==> src/rtl/keypad_pkg.sv <==
// keypad_pkg
// Shared definitions for the multi-channel keypad entry controller:
//   - key-index constants matching the scanned key vector of keypad_module
//   - debounce/action FSM state encoding
//   - BCD nibble width
//   - small helpers that classify a key code and decode its digit value
package keypad_pkg;

  localparam int BCD_W = 4;

  // Bit positions of each key in the scanned key vector
  localparam int KEY_D1      = 0;
  localparam int KEY_D2      = 1;
  localparam int KEY_D3      = 2;
  localparam int KEY_A       = 3;
  localparam int KEY_D4      = 4;
  localparam int KEY_D5      = 5;
  localparam int KEY_D6      = 6;
  localparam int KEY_B       = 7;
  localparam int KEY_D7      = 8;
  localparam int KEY_D8      = 9;
  localparam int KEY_D9      = 10;
  localparam int KEY_C       = 11;
  localparam int KEY_CONFIRM = 12;
  localparam int KEY_D0      = 13;
  localparam int KEY_ERASE   = 14;
  localparam int KEY_D       = 15;

  typedef enum logic [1:0] {
    IDLE     = 2'd0,
    DEBOUNCE = 2'd1,
    ACTION   = 2'd2,
    HELD     = 2'd3
  } key_state_e;

  // True when the key code is one of the ten digit keys
  function automatic logic is_digit_key(input int code);
    return (code == KEY_D0) || (code == KEY_D1) || (code == KEY_D2) ||
           (code == KEY_D3) || (code == KEY_D4) || (code == KEY_D5) ||
           (code == KEY_D6) || (code == KEY_D7) || (code == KEY_D8) ||
           (code == KEY_D9);
  endfunction

  // BCD value carried by a digit key; non-digit keys decode to 0
  function automatic logic [BCD_W-1:0] key_digit(input int code);
    logic [BCD_W-1:0] d;
    d = '0;
    case (code)
      KEY_D1:  d = 4'd1;
      KEY_D2:  d = 4'd2;
      KEY_D3:  d = 4'd3;
      KEY_D4:  d = 4'd4;
      KEY_D5:  d = 4'd5;
      KEY_D6:  d = 4'd6;
      KEY_D7:  d = 4'd7;
      KEY_D8:  d = 4'd8;
      KEY_D9:  d = 4'd9;
      default: d = 4'd0;
    endcase
    return d;
  endfunction

endpackage

==> src/rtl/key_debouncer.sv <==
// key_debouncer
// Clocked debounce of the scanned key vector. Accepts a press only after
// DEBOUNCE_SCANS consecutive identical one-hot scans, then emits a single
// action strobe and tracks the held key until DEBOUNCE_SCANS consecutive
// all-zero scans release it.
// Ports:
//   clk, rst_n     clock, asynchronous active-low reset
//   keys           scanned key vector (one bit per key)
//   keys_valid     keys holds a complete scan this cycle
//   action_strobe  high for the single ACTION clock of an accepted press
//   key_code       index of the latched key
//   multi_err      one-cycle pulse when an idle scan has several keys down
//   key_held       debounced press state (HELD)
module key_debouncer
  import keypad_pkg::*;
#(
  parameter int N_KEYS         = 16,
  parameter int DEBOUNCE_SCANS = 25,
  parameter int CODE_W         = 4
) (
  input  logic              clk,
  input  logic              rst_n,
  input  logic [N_KEYS-1:0] keys,
  input  logic              keys_valid,
  output logic              action_strobe,
  output logic [CODE_W-1:0] key_code,
  output logic              multi_err,
  output logic              key_held
);

  localparam int               CNT_W   = $clog2(DEBOUNCE_SCANS + 1);
  localparam logic [CNT_W-1:0] CNT_MAX = CNT_W'(DEBOUNCE_SCANS);

  key_state_e        state_q, state_d;
  logic [CODE_W-1:0] code_q, code_d;
  logic [CNT_W-1:0]  cnt_q, cnt_d, cnt_inc;
  logic              err_q, err_d;
  logic              one_hot;
  logic [CODE_W-1:0] hot_idx;

  // Classify the current scan: exactly one key down, and which one
  always_comb begin
    one_hot = (keys != '0) && ((keys & (keys - N_KEYS'(1))) == '0);
    hot_idx = '0;
    for (int i = 0; i < N_KEYS; i++) begin
      if (keys[i]) hot_idx = CODE_W'(i);
    end
  end

  // The same counter serves press debounce in DEBOUNCE and release debounce
  // in HELD; ACTION always lasts exactly one clock whatever keys_valid is.
  always_comb begin
    state_d = state_q;
    code_d  = code_q;
    cnt_d   = cnt_q;
    err_d   = 1'b0;
    cnt_inc = cnt_q + CNT_W'(1);
    case (state_q)
      IDLE: begin
        if (keys_valid) begin
          if (one_hot) begin
            code_d  = hot_idx;
            cnt_d   = CNT_W'(1);
            state_d = (DEBOUNCE_SCANS <= 1) ? ACTION : DEBOUNCE;
          end else if (keys != '0) begin
            err_d = 1'b1;
          end
        end
      end
      DEBOUNCE: begin
        if (keys_valid) begin
          if (one_hot && (hot_idx == code_q)) begin
            cnt_d = cnt_inc;
            if (cnt_inc == CNT_MAX) state_d = ACTION;
          end else begin
            cnt_d   = '0;
            state_d = IDLE;
          end
        end
      end
      ACTION: begin
        cnt_d   = '0;
        state_d = HELD;
      end
      HELD: begin
        if (keys_valid) begin
          if (keys == '0) begin
            cnt_d = cnt_inc;
            if (cnt_inc == CNT_MAX) begin
              cnt_d   = '0;
              state_d = IDLE;
            end
          end else begin
            cnt_d = '0;
          end
        end
      end
      default: begin
        cnt_d   = '0;
        state_d = IDLE;
      end
    endcase
  end

  always_ff @(posedge clk or negedge rst_n) begin
    if (!rst_n) begin
      state_q <= IDLE;
      code_q  <= '0;
      cnt_q   <= '0;
      err_q   <= 1'b0;
    end else begin
      state_q <= state_d;
      code_q  <= code_d;
      cnt_q   <= cnt_d;
      err_q   <= err_d;
    end
  end

  assign action_strobe = (state_q == ACTION);
  assign key_held      = (state_q == HELD);
  assign key_code      = code_q;
  assign multi_err     = err_q;

endmodule

==> src/rtl/keypad_multi_entry_ctrl.sv <==
// keypad_multi_entry_ctrl
// Debounced keypad front end that edits an N_DIGITS BCD entry buffer and
// commits it into one of N_CHANNELS per-channel BCD registers.
// Optional feature macro: KEYPAD_AUTO_REPEAT_EN (held digit/erase keys
// re-execute every REPEAT_SCANS matching scans).
// Ports:
//   clk, rst_n   clock, asynchronous active-low reset
//   keys         scanned key vector from keypad_module
//   keys_valid   keys is a complete scan this cycle
//   entry_bcd    edit buffer, nibble 0 least significant
//   digit_count  number of digits in the buffer
//   edit_chan    channel currently being edited
//   chan_bcd     committed values, channel k in slice k
//   chan_en      per-channel enables (toggled by A/B/C)
//   commit       pulse on confirm
//   next_page    pulse on key D
//   err          pulse on a rejected action or multi-key scan
//   key_held     debounced press state
module keypad_multi_entry_ctrl
  import keypad_pkg::*;
#(
  parameter int N_COLUMN       = 4,
  parameter int N_ROW          = 4,
  parameter int N_DIGITS       = 7,
  parameter int N_CHANNELS     = 3,
  parameter int DEBOUNCE_SCANS = 25,
  parameter int REPEAT_SCANS   = 250
) (
  input  logic                                         clk,
  input  logic                                         rst_n,
  input  logic [N_COLUMN*N_ROW-1:0]                    keys,
  input  logic                                         keys_valid,
  output logic [4*N_DIGITS-1:0]                        entry_bcd,
  output logic [$clog2(N_DIGITS+1)-1:0]                digit_count,
  output logic [((N_CHANNELS > 1) ? $clog2(N_CHANNELS) : 1)-1:0] edit_chan,
  output logic [N_CHANNELS*4*N_DIGITS-1:0]             chan_bcd,
  output logic [N_CHANNELS-1:0]                        chan_en,
  output logic                                         commit,
  output logic                                         next_page,
  output logic                                         err,
  output logic                                         key_held
);

  localparam int N_KEYS  = N_COLUMN * N_ROW;
  localparam int CODE_W  = (N_KEYS > 1) ? $clog2(N_KEYS) : 1;
  localparam int DC_W    = $clog2(N_DIGITS + 1);
  localparam int CH_W    = (N_CHANNELS > 1) ? $clog2(N_CHANNELS) : 1;
  localparam int ENTRY_W = BCD_W * N_DIGITS;
  localparam logic [DC_W-1:0] DC_MAX  = DC_W'(N_DIGITS);
  localparam logic [CH_W-1:0] CH_LAST = CH_W'(N_CHANNELS - 1);

  if (N_DIGITS < 1 || N_DIGITS > 15 || N_CHANNELS < 1 || N_CHANNELS > 8 ||
      DEBOUNCE_SCANS < 1 || REPEAT_SCANS < 1 || N_KEYS < 16) begin : g_bad_params
    $error("keypad_multi_entry_ctrl: parameter out of range");
  end

  logic              action_strobe, multi_err, rep_fire, exec;
  logic [CODE_W-1:0] key_code;

  key_debouncer #(
    .N_KEYS         (N_KEYS),
    .DEBOUNCE_SCANS (DEBOUNCE_SCANS),
    .CODE_W         (CODE_W)
  ) u_debouncer (
    .clk           (clk),
    .rst_n         (rst_n),
    .keys          (keys),
    .keys_valid    (keys_valid),
    .action_strobe (action_strobe),
    .key_code      (key_code),
    .multi_err     (multi_err),
    .key_held      (key_held)
  );

`ifdef KEYPAD_AUTO_REPEAT_EN
  localparam int               REP_W   = $clog2(REPEAT_SCANS + 1);
  localparam logic [REP_W-1:0] REP_MAX = REP_W'(REPEAT_SCANS);

  logic [REP_W-1:0] rep_q, rep_inc;
  logic             same_key;

  // A held key keeps counting matching scans; only digits and erase fire
  always_comb begin
    same_key = keys_valid && key_held && (keys == (N_KEYS'(1) << key_code));
    rep_inc  = rep_q + REP_W'(1);
    rep_fire = same_key && (rep_inc == REP_MAX) &&
               (is_digit_key(int'(key_code)) || (int'(key_code) == KEY_ERASE));
  end

  always_ff @(posedge clk or negedge rst_n) begin
    if (!rst_n) begin
      rep_q <= '0;
    end else if (!key_held) begin
      rep_q <= '0;
    end else if (keys_valid) begin
      if (!same_key || (rep_inc == REP_MAX)) rep_q <= '0;
      else                                   rep_q <= rep_inc;
    end
  end
`else
  assign rep_fire = 1'b0;
`endif

  assign exec = action_strobe | rep_fire;

  logic [ENTRY_W-1:0]                 entry_q, entry_d, load_v;
  logic [DC_W-1:0]                    count_q, count_d;
  logic [N_CHANNELS-1:0][ENTRY_W-1:0] chan_q, chan_d;
  logic [N_CHANNELS-1:0]              en_q, en_d;
  logic [CH_W-1:0]                    edit_q, edit_d, new_ch;
  logic                               commit_q, commit_d, next_q, next_d, err_q, err_d;
  int                                 code_i, en_idx;

  // Execute the latched key once per accepted press (or auto-repeat)
  always_comb begin
    entry_d  = entry_q;
    count_d  = count_q;
    chan_d   = chan_q;
    en_d     = en_q;
    edit_d   = edit_q;
    commit_d = 1'b0;
    next_d   = 1'b0;
    err_d    = 1'b0;
    load_v   = '0;
    new_ch   = '0;
    code_i   = int'(key_code);
    en_idx   = (code_i - KEY_A) / 4;
    if (exec) begin
      if (is_digit_key(code_i)) begin
        if (count_q < DC_MAX) begin
          entry_d = (entry_q << BCD_W) | ENTRY_W'(key_digit(code_i));
          count_d = count_q + DC_W'(1);
        end else begin
          err_d = 1'b1;
        end
      end else if (code_i == KEY_ERASE) begin
        if (count_q != '0) begin
          entry_d = entry_q >> BCD_W;
          count_d = count_q - DC_W'(1);
        end else begin
          err_d = 1'b1;
        end
      end else if (code_i == KEY_CONFIRM) begin
        for (int k = 0; k < N_CHANNELS; k++) begin
          if (CH_W'(k) == edit_q) chan_d[k] = entry_q;
        end
        commit_d = 1'b1;
      end else if ((code_i == KEY_A) || (code_i == KEY_B) || (code_i == KEY_C)) begin
        if (en_idx < N_CHANNELS) begin
          for (int k = 0; k < N_CHANNELS; k++) begin
            if (k == en_idx) en_d[k] = ~en_q[k];
          end
        end else begin
          err_d = 1'b1;
        end
      end else if (code_i == KEY_D) begin
        // Switching pages reloads the buffer from the new channel's
        // committed value; the digit count follows its highest nonzero digit
        new_ch = (edit_q == CH_LAST) ? '0 : edit_q + CH_W'(1);
        for (int k = 0; k < N_CHANNELS; k++) begin
          if (CH_W'(k) == new_ch) load_v = chan_q[k];
        end
        edit_d  = new_ch;
        entry_d = load_v;
        count_d = '0;
        for (int n = 0; n < N_DIGITS; n++) begin
          if (load_v[n*BCD_W +: BCD_W] != '0) count_d = DC_W'(n + 1);
        end
        next_d = 1'b1;
      end
    end
  end

  always_ff @(posedge clk or negedge rst_n) begin
    if (!rst_n) begin
      entry_q  <= '0;
      count_q  <= '0;
      chan_q   <= '0;
      en_q     <= '0;
      edit_q   <= '0;
      commit_q <= 1'b0;
      next_q   <= 1'b0;
      err_q    <= 1'b0;
    end else begin
      entry_q  <= entry_d;
      count_q  <= count_d;
      chan_q   <= chan_d;
      en_q     <= en_d;
      edit_q   <= edit_d;
      commit_q <= commit_d;
      next_q   <= next_d;
      err_q    <= err_d;
    end
  end

  assign entry_bcd   = entry_q;
  assign digit_count = count_q;
  assign edit_chan   = edit_q;
  assign chan_bcd    = chan_q;
  assign chan_en     = en_q;
  assign commit      = commit_q;
  assign next_page   = next_q;
  assign err         = err_q | multi_err;

endmodule

==> config.mk <==
export PLATFORM = sky130hd
export DESIGN_NAME = keypad_multi_entry_ctrl
export DESIGN_NICKNAME = d
export VERILOG_FILES = /design/src/rtl/keypad_pkg.sv /design/src/rtl/key_debouncer.sv /design/src/rtl/keypad_multi_entry_ctrl.sv
export SDC_FILE = /design/constraint.sdc
export NUM_CORES = 1
export LEC_CHECK = 0
export ABC_AREA = 1
export CAP_MARGIN = 20
export CORE_MARGIN = 2
export CORE_UTILIZATION = 50
export CTS_CLUSTER_SIZE = 28
export DETAILED_ROUTE_END_ITERATION = 12
export GPL_TIMING_DRIVEN = 0
export PLACE_DENSITY = 0.9
export SLEW_MARGIN = 10
export SYNTH_ARGS = -nofsm -noshare
export SYNTH_HDL_FRONTEND = slang
export SYNTH_SLANG_ARGS = --single-unit
==> constraint.sdc <==
create_clock -name clk -period 7 [get_ports clk]
set_clock_uncertainty 0.1 [all_clocks]
set_input_delay 1.75 -clock clk [delete_from_list [all_inputs] [get_ports clk]]
set_output_delay 1.75 -clock clk [all_outputs]
set_load 0.02 [all_outputs]
==> results of run 1 <==
cells by family after synthesis:
family | share of synthesized area, %
buf+inv | 7.44
flops | 47.7
compound gates | 17.7
mux | 0.159
simple gates | 22.9
fa+ha+maj | 2.83
xor+xnor | 1.24
metrics by stage:
stage	TNS, ps	cells
global placement	-148880	1204
CTS	0	1237
global route	0	1237
floorplan	0	882
detailed placement	0	1205
finish	0	1237
layer usage:
layer / GRT usage [%] / part of all wire (%)
met5: 0 / 0
met4: 16.9 / 5.9
met3: 7.84 / 12
met2: 49.5 / 47
met1: 36.9 / 35
sequential cells by signal (all words and copies together), names as in the netlist, named ones only:
register	cells
u_debouncer.multi_err	1
digit_count	3
u_debouncer.key_code	4
u_debouncer.state_q	1
chan_bcd	84
err_q	1
edit_chan	2
commit	1
chan_en	3
u_debouncer.cnt_q	5
entry_bcd	28
next_page	1
power by group through the flow:
| stage | clock network, uW | registers [uW] | logic [uW] |
|---|---|---|---|
| after floorplan | 0 | 809 | 63.8 |
| after global placement | 0 | 810 | 103 |
| after detailed placement | 0 | 811 | 108 |
| after CTS | 890 | 797 | 109 |
| after global routing | 934 | 798 | 123 |
| final | 894 | 797 | 108 |
path summary, 6_finish.rpt:
path,from,cells past startpoint,end,slack [ps]
setup / recovery,keys[1],14,u_debouncer.state_q[0],3200
hold / removal,chan_en[0],1,chan_en[0],380
setup reg to reg,u_debouncer.key_code[0],15,chan_en[2],3890
hold reg to reg,chan_en[0],1,chan_en[0],380
max in group asynchronous,rst_n,2,chan_bcd[66],4830
min in group asynchronous,rst_n,1,chan_bcd[82],1200
synthesized netlist by cell type, types with 15 or more instances:
cell,count
o221ai_1,16
ha_1,16
o21ai_0,51
dfrtp_1,135
nand3_1,25
a21oi_1,39
inv_1,77
nor2_1,39
clkbuf_1,17
buf_2,15
o21ai_1,85
nand2_1,272
cells in the final DEF, fill, tap and decap left out, types with 3 or more instances in the layout:
cell type,n
xnor2_1,4
nor3_1,7
buf_4,4
a21oi_1,39
clkbuf_1,17
inv_1,77
inv_6,5
dfrtp_1,135
clkbuf_16,17
buf_2,15
nand2_1,272
nand2_2,3
ha_1,16
nor2_1,39
o21ai_0,51
clkdlybuf4s50_1,141
buf_6,5
o221ai_1,16
o21ai_1,85
nand4_1,10
xor2_1,6
o22ai_1,13
a31oi_1,3
nor2_2,3
clkinvlp_4,5
clkinv_4,3
a211oi_1,3
nand3_1,25
o21ai_2,3
layout make-up:
type                            count  area share, %
Timing Repair Buffer              143           15.5
Inverter                           81           3.31
Buffer                             41           2.33
Sequential cell                   135           36.1
Clock buffer                       17           4.55
Tap cell                          180           2.41
Multi-Input combinational cell    625           33.9
Clock inverter                     15           1.79
worst max-delay path, stage by stage:
cell,delay (ps)
clkdlybuf4s50_1,450
nor2_2,160
nand2_2,100
nor2_2,150
nand3_1,140
o21ai_1,150
nand4_1,80
nor2_1,190
nand3_1,180
nand2_2,120
nand3b_4,120
nor2_1,190
nand2_1,90
xor2_1,140
==> results list, run 1 <==
- The run finished with clean final reports.
* Crit Path Category: input pin to register
- Post-route total power: 1800 uW
* Dpl hpwl: 15500 um
- # rows: 43
- Global routing used 30.4% of the available tracks.
- Per report_power, the sequential group accounts for 44.3% of the total.
- Before CTS, the worst setup slack after placement is 2800 ps.
* Area of all sequential standard cells: 3380 sq um
- Total CTS buffers: 17
- Maximum root-to-sink buffer count: 2
- The max-slew violation total from the final report was 0.
- STA classifies the critical path endpoint as a register.
* Actual transition at the worst max-transition pin: 783 ps
- Number of setup violations in the final report: 0
* Worst vdd ir: 0.000175 V
* Final Worst Setup Slack: 3200 ps
* Library cell with the largest summed area after synthesis: dfrtp_1
* Number of antenna repair diodes: 0
* Width of the chip: 123 um
* Weighted congestion at the end of routability-driven global placement: 0.936
- Data required time of the critical path: 7210 ps
- The H-tree was split into 4 levels.
- The tree is rooted in a clkbuf_16.
* Mean cell area of the mapped netlist: 8.02 sq um
- Die Y-Extent: 123 um
* Total detailed-routing wirelength: 22600 um
- Fin util: 67.3%
- For this run, asynchronously set or reset flops after synthesis account for 100%.
- Wire length of the first global-routing pass: 35500 um
- Area of the placeable core: 13900 sq um
- Reported max-cap violation count: 0
* Combined area of all synthesized cells: 7080 sq um
* Highest fanout seen on the critical path: 7
* Final #Nets: 1079
- The clock net in this run drives a total of 135 sinks.
- For this run, the leading register cell type out of synthesis is dfrtp_1.
- Path type of the worst min-delay path: register to register
- The smallest clock period supported by the final layout is computed as 3800 ps.
- After detailed placement, the total cell area comes to 8750 sq um.
- Largest net degree at the start of global routing: 80
- The final critical path takes up 54.3% of the cycle.
- Setup repair after global routing left no endpoint under its margin.
- After global routing the overflow that remains totals 0.
- Die area: 15100 sq um
* Max Freq: 263 MHz
- TritonCTS built the clock tree.
- Counting the fill cells in the layout gives 1014.
- Warnings from Yosys: 0
* Synth unique cells: 47
- Largest cells by area after synthesis: dfrtp_1 48%, nand2_1 14%, o21ai_1 6.0%
- The cell count after synthesis came out at 882.
* Clock-pin slew on the worst setup and hold paths: 60 ps
- Antenna violations before repair: 0
- Critical Path AT: 4010 ps
* Number of flops mapped to enable cells by yosys: 0
- Average wire length per cell after detail routing: 18.3 um
- Leakage Power: 0.00410 uW
- Vias in the first global route: 7120
- Number of nets with antenna violations after detailed routing: 0
* Number of optimization iterations in the first detailed-route pass: 7
* Clock share of power: 49.7%
- Final hold vios: 0
- The number of setup buffers added after CTS is 0.
- Hold repair after CTS inserted 0 buffers.
* Total I/O pin count: 143
- Post-synthesis to final-layout area growth: 32.0%
- Counting every net in the synthesized netlist gives 917.
- The worst pin sits at a relative slew slack of 47.8%.
- Starting density of the core: 51.0%
* Number of synthesized register bits: 135
* Clk_lat worst skew: 420 ps
- Combinational logic burns 6.0% of the power.
- Net Switching: 440 uW
- Net switching fraction of the power: 24.4%
- Ratio of cells with drive above 1 in the final layout: 7.95%
* Worst hold-check slack: 375 ps
- Post-route DRC violation count: 0
- After routing the design area is 9350 sq um.
* I/O Buffers: 142
- Routed vias/inst: 6.08
* Iter 0 DRT Violations: 1153
* Internal power: 1360 uW
* Post-cts resize count: 0
- Multi-input gate area: 3170 sq um
* Area fraction of the dominant cell type after synthesis: 47.7%
- Routed vias: 7527
- The worst setup path is launched from an input pin.
- Power spread over the standard cell area amounts to 192 nW/um^2.
- Sequential cell area fraction in the yosys report: 47.7%
Note: power is estimated with default switching activity, not from simulation.
==> inputs of run 2 (changes only) <==
- clock period: 7 -> 3.6 ns (I/O delays scaled with it)
==> results of run 2 <==
The final DEF is identical to that of run 1. Status: complete, no violations.
Among the figures that moved: setup slack after placement 2800 ps -> 250 ps; setup slack after layout 3200 ps -> 494 ps; hold slack 375 ps -> 348 ps; start point of the critical path keys[1] -> u_debouncer.key_code[0]; end point of the critical path u_debouncer.state_q[0] -> chan_en[2]; register-to-register setup slack 3890 ps -> 490 ps; total power 1800 uW -> 3500 uW; worst IR drop on VDD 0.000175 V -> 0.000340 V
==> variant, RTL diff (config.mk and constraints of run 2) <==
`DEBOUNCE_SCANS` is set to 25 in 2 places; all go to 50.
--- a/src/rtl/key_debouncer.sv
+++ b/src/rtl/key_debouncer.sv
@@ -15,7 +15,7 @@
   import keypad_pkg::*;
 #(
   parameter int N_KEYS         = 16,
-  parameter int DEBOUNCE_SCANS = 25,
+  parameter int DEBOUNCE_SCANS = 50,
   parameter int CODE_W         = 4
 ) (
   input  logic              clk,
--- a/src/rtl/keypad_multi_entry_ctrl.sv
+++ b/src/rtl/keypad_multi_entry_ctrl.sv
@@ -23,7 +23,7 @@
   parameter int N_ROW          = 4,
   parameter int N_DIGITS       = 7,
   parameter int N_CHANNELS     = 3,
-  parameter int DEBOUNCE_SCANS = 25,
+  parameter int DEBOUNCE_SCANS = 50,
   parameter int REPEAT_SCANS   = 250
 ) (
   input  logic                                         clk,
Function: not settled (the Yosys comparison gave no result); the edit may change what the design does.
==> variant against run 2 <==
  * Sequential cell count up 1
  * Non-clock buffer count up 2
  * Setup slack got worse by 0.10 ns
  * Power shrank 0.21%
  * Count of clock-buffer cells in the layout rose by 6
  * Cell area rose by 1.1%
  * Cell count grew 0.65%
  * Routed wire length down 0.88%
  * Synthesized area grew 1.6%
  * Sequential share of layout area is 0.14 points lower
==> variant: results (changes against run 2) <==
Worst setup path
  – Critical path class: reg -> reg
  – CP max-delay cell: dfrtp_1
  – Worst reg2reg startpoint: u_debouncer.key_code[0]
  – Worst R2R Setup Slack: 0.39 ns (-0.10 ns)
  – CP max FO: 6 (unchanged)
  – Max incr delay on CP: 0.45 ns (about the same)
  – Reg2reg path depth: 15 (unchanged)
  – Reg2reg end: chan_en[2]
  – Data arrival, critical path: 3.42 ns (+0.11 ns)

Finish
  – Fill cells: 1045 (+3.1%)
  – ANT cells: 0 (unchanged)
  – Max reg flops: 84 (unchanged)
  – Nets@finish: 1089 (+0.93%)
  – Fraction of layout cells with a size suffix above 1: 9.11% (+1.2 points)

Clock tree
  – # resized after CTS: 0 (unchanged)
  – Skew-Pair Late Insertion Delay: 0.44 ns (+0.02 ns)
  – Max Buffers Root-to-Sink: 2 (unchanged)
  – Postcts setup bufs: 0 (unchanged)
  – Num CTS Buffers: 17 (unchanged)
  – H-Tree Depth: 4 (unchanged)
  – CTS Root Cell: clkbuf_16
  – Clk slew on worst S/H paths: 0.05 ns

Global route
  – Pin count of the biggest net entering global routing: 74 (-7.5%)
  – Initial antenna violation count: 0 (unchanged)
  – Global-route wire length before repair: 35200 um (-0.70%)
  – Vias in the first global route: 6959 (-2.3%)
  – Gr usage total: 30.0% (-0.36 points)

Min path
  – Hold Path Class: reg -> reg
  – Hold path depth: 1

Synthesis
  – Post-synth top flop: dfrtp_1
  – Share of flip-flops with an asynchronous set or reset: 100% (unchanged)
  – Post-synth EDFFs: 0 (unchanged)
  – Mux share of post-synthesis cell area: 0.157% (-0.0026 points)
  – Number of library cell types mapped by synthesis: 47 (unchanged)
  – Commonest cells in the netlist: nand2_1 (280), dfrtp_1 (136), o21ai_1 (99)
  – XOR/XNOR Fraction of Synth Area: 1.22% (-0.020 points)
  – Post-synthesis sequential area ratio: 47.3% (-0.42 points)
  – Post-synthesis compound-gate area fraction: 17.6% (-0.095 points)
  – Adder-cell share of the synthesized area: 2.78% (-0.046 points)
  – Net Count, Synth: 927 (+1.1%)
  – Top post-synthesis cells by area: dfrtp_1 (47%), nand2_1 (15%), o21ai_1 (6.9%)
  – YS warnings: 0 (unchanged)

Timing
  – Headroom to the max-slew limit: 51.8% (+4.0 points)

Detailed routing
  – Vias post-DR: 7423 (-1.4%)
  – Pre-antenna DRT Iters: 8 (+1)
  – Drt total wl: 22400 um (-0.88%)
  – Initial drt markers: 907 (-21%)

Placed design
  – I/O Buffers: 142 (unchanged)
  – DPL Wire Length: 16000 um (+3.3%)
  – Routability congestion estimate: 0.946 (+1.1%)

Power and ir drop
  – Peak supply drop: 0.324 mV (-4.6%)
  – Static leakage: 4.17 nW (+1.8%)

Run status
  – Outcome: completed
variant: changes by cell type in the layout (fill, tap and decap cells not counted), sizes merged, moves of 2 or more:
cell / change
a211oi: -2
a21oi: +5
a221oi: +3
a22oi: +6
a31oi: -3
buf: +2
clkbuf: +6
clkinvlp: -3
inv: -11
nand2: +9
nor3: -2
o211ai: +2
o221ai: -5
variant: cell type report:
type                            instances  area share, %
Timing Repair Buffer                  143           15.3
Clock inverter                          7          0.993
Multi-Input combinational cell        637           34.5
Inverter                               76           3.04
Sequential cell                       136           36.0
Clock buffer                           23           5.16
Buffer                                 43           2.53
Tap cell                              180           2.38
variant: kinds of logic (layout without fill, tap and decap cells):
family	after synthesis	in the layout
AOI/OAI and AO/OA	224	224
xor gates and xnor gates	10	10
adders and majority gates	16	16
buffers and inverters	119	292
DFF	136	136
muxes	1	1
and+or+nand+nor	386	386
variant: per-stage QoR:
stage,setup slack [ns],hold WS [ns],power [mW],instance area [um2],cells
global route,0.218,0.395,3.57,9450,1245
global placement,-3.71,0.356,1.76,8840,1214
finish,0.390,0.366,3.49,9450,1245
detailed placement,0.439,0.365,1.77,8870,1215
CTS,0.405,0.373,3.48,9450,1245
floorplan,0.883,0.376,1.69,7190,892
variant: how the worst min path moves through the flow:
stage	from	to	slack, ns
2_1_floorplan	u_debouncer.cnt_q[5]	u_debouncer.cnt_q[5]	0.38
3_3_place_gp	chan_en[1]	chan_en[1]	0.36
3_5_place_dp	chan_en[1]	chan_en[1]	0.37
4_1_cts	chan_en[1]	chan_en[1]	0.37
5_1_grt	chan_en[0]	chan_en[0]	0.39
6_report	chan_en[1]	chan_en[1]	0.37
variant: power breakdown:
part / internal (mW) / leakage (nW) / total (mW) / switching, mW
sequential: 1.54 / 1.88 / 1.56 / 0.0171
clock: 1.08 / 0.281 / 1.75 / 0.664
combinational: 0.0664 / 2.00 / 0.183 / 0.116
variant: layer usage:
layer | GRT usage (%) | up-vias | wire (um) | part of all wire [%]
met5 | 0 | - | 0 | 0
met4 | 19.5 | 0 | 1170 | 5.2
met3 | 8.52 | 138 | 2770 | 12
met2 | 47.1 | 566 | 10400 | 47
met1 | 36.4 | 3429 | 8050 | 36
li1 | - | 3290 | - | -
variant: critical path, delay by kind of cell (launching register included):
| family | cells | cell delay (ns) |
|---|---|---|
| adder cells (fa/ha/maj) | 2 | 0.58 |
| XOR/XNOR | 1 | 0.15 |
| flip-flops | 1 | 0.45 |
| AO/OA/AOI/OAI | 1 | 0.08 |
| buffers and inverters | 3 | 0.27 |
| AND/OR/NAND/NOR | 8 | 1.43 |
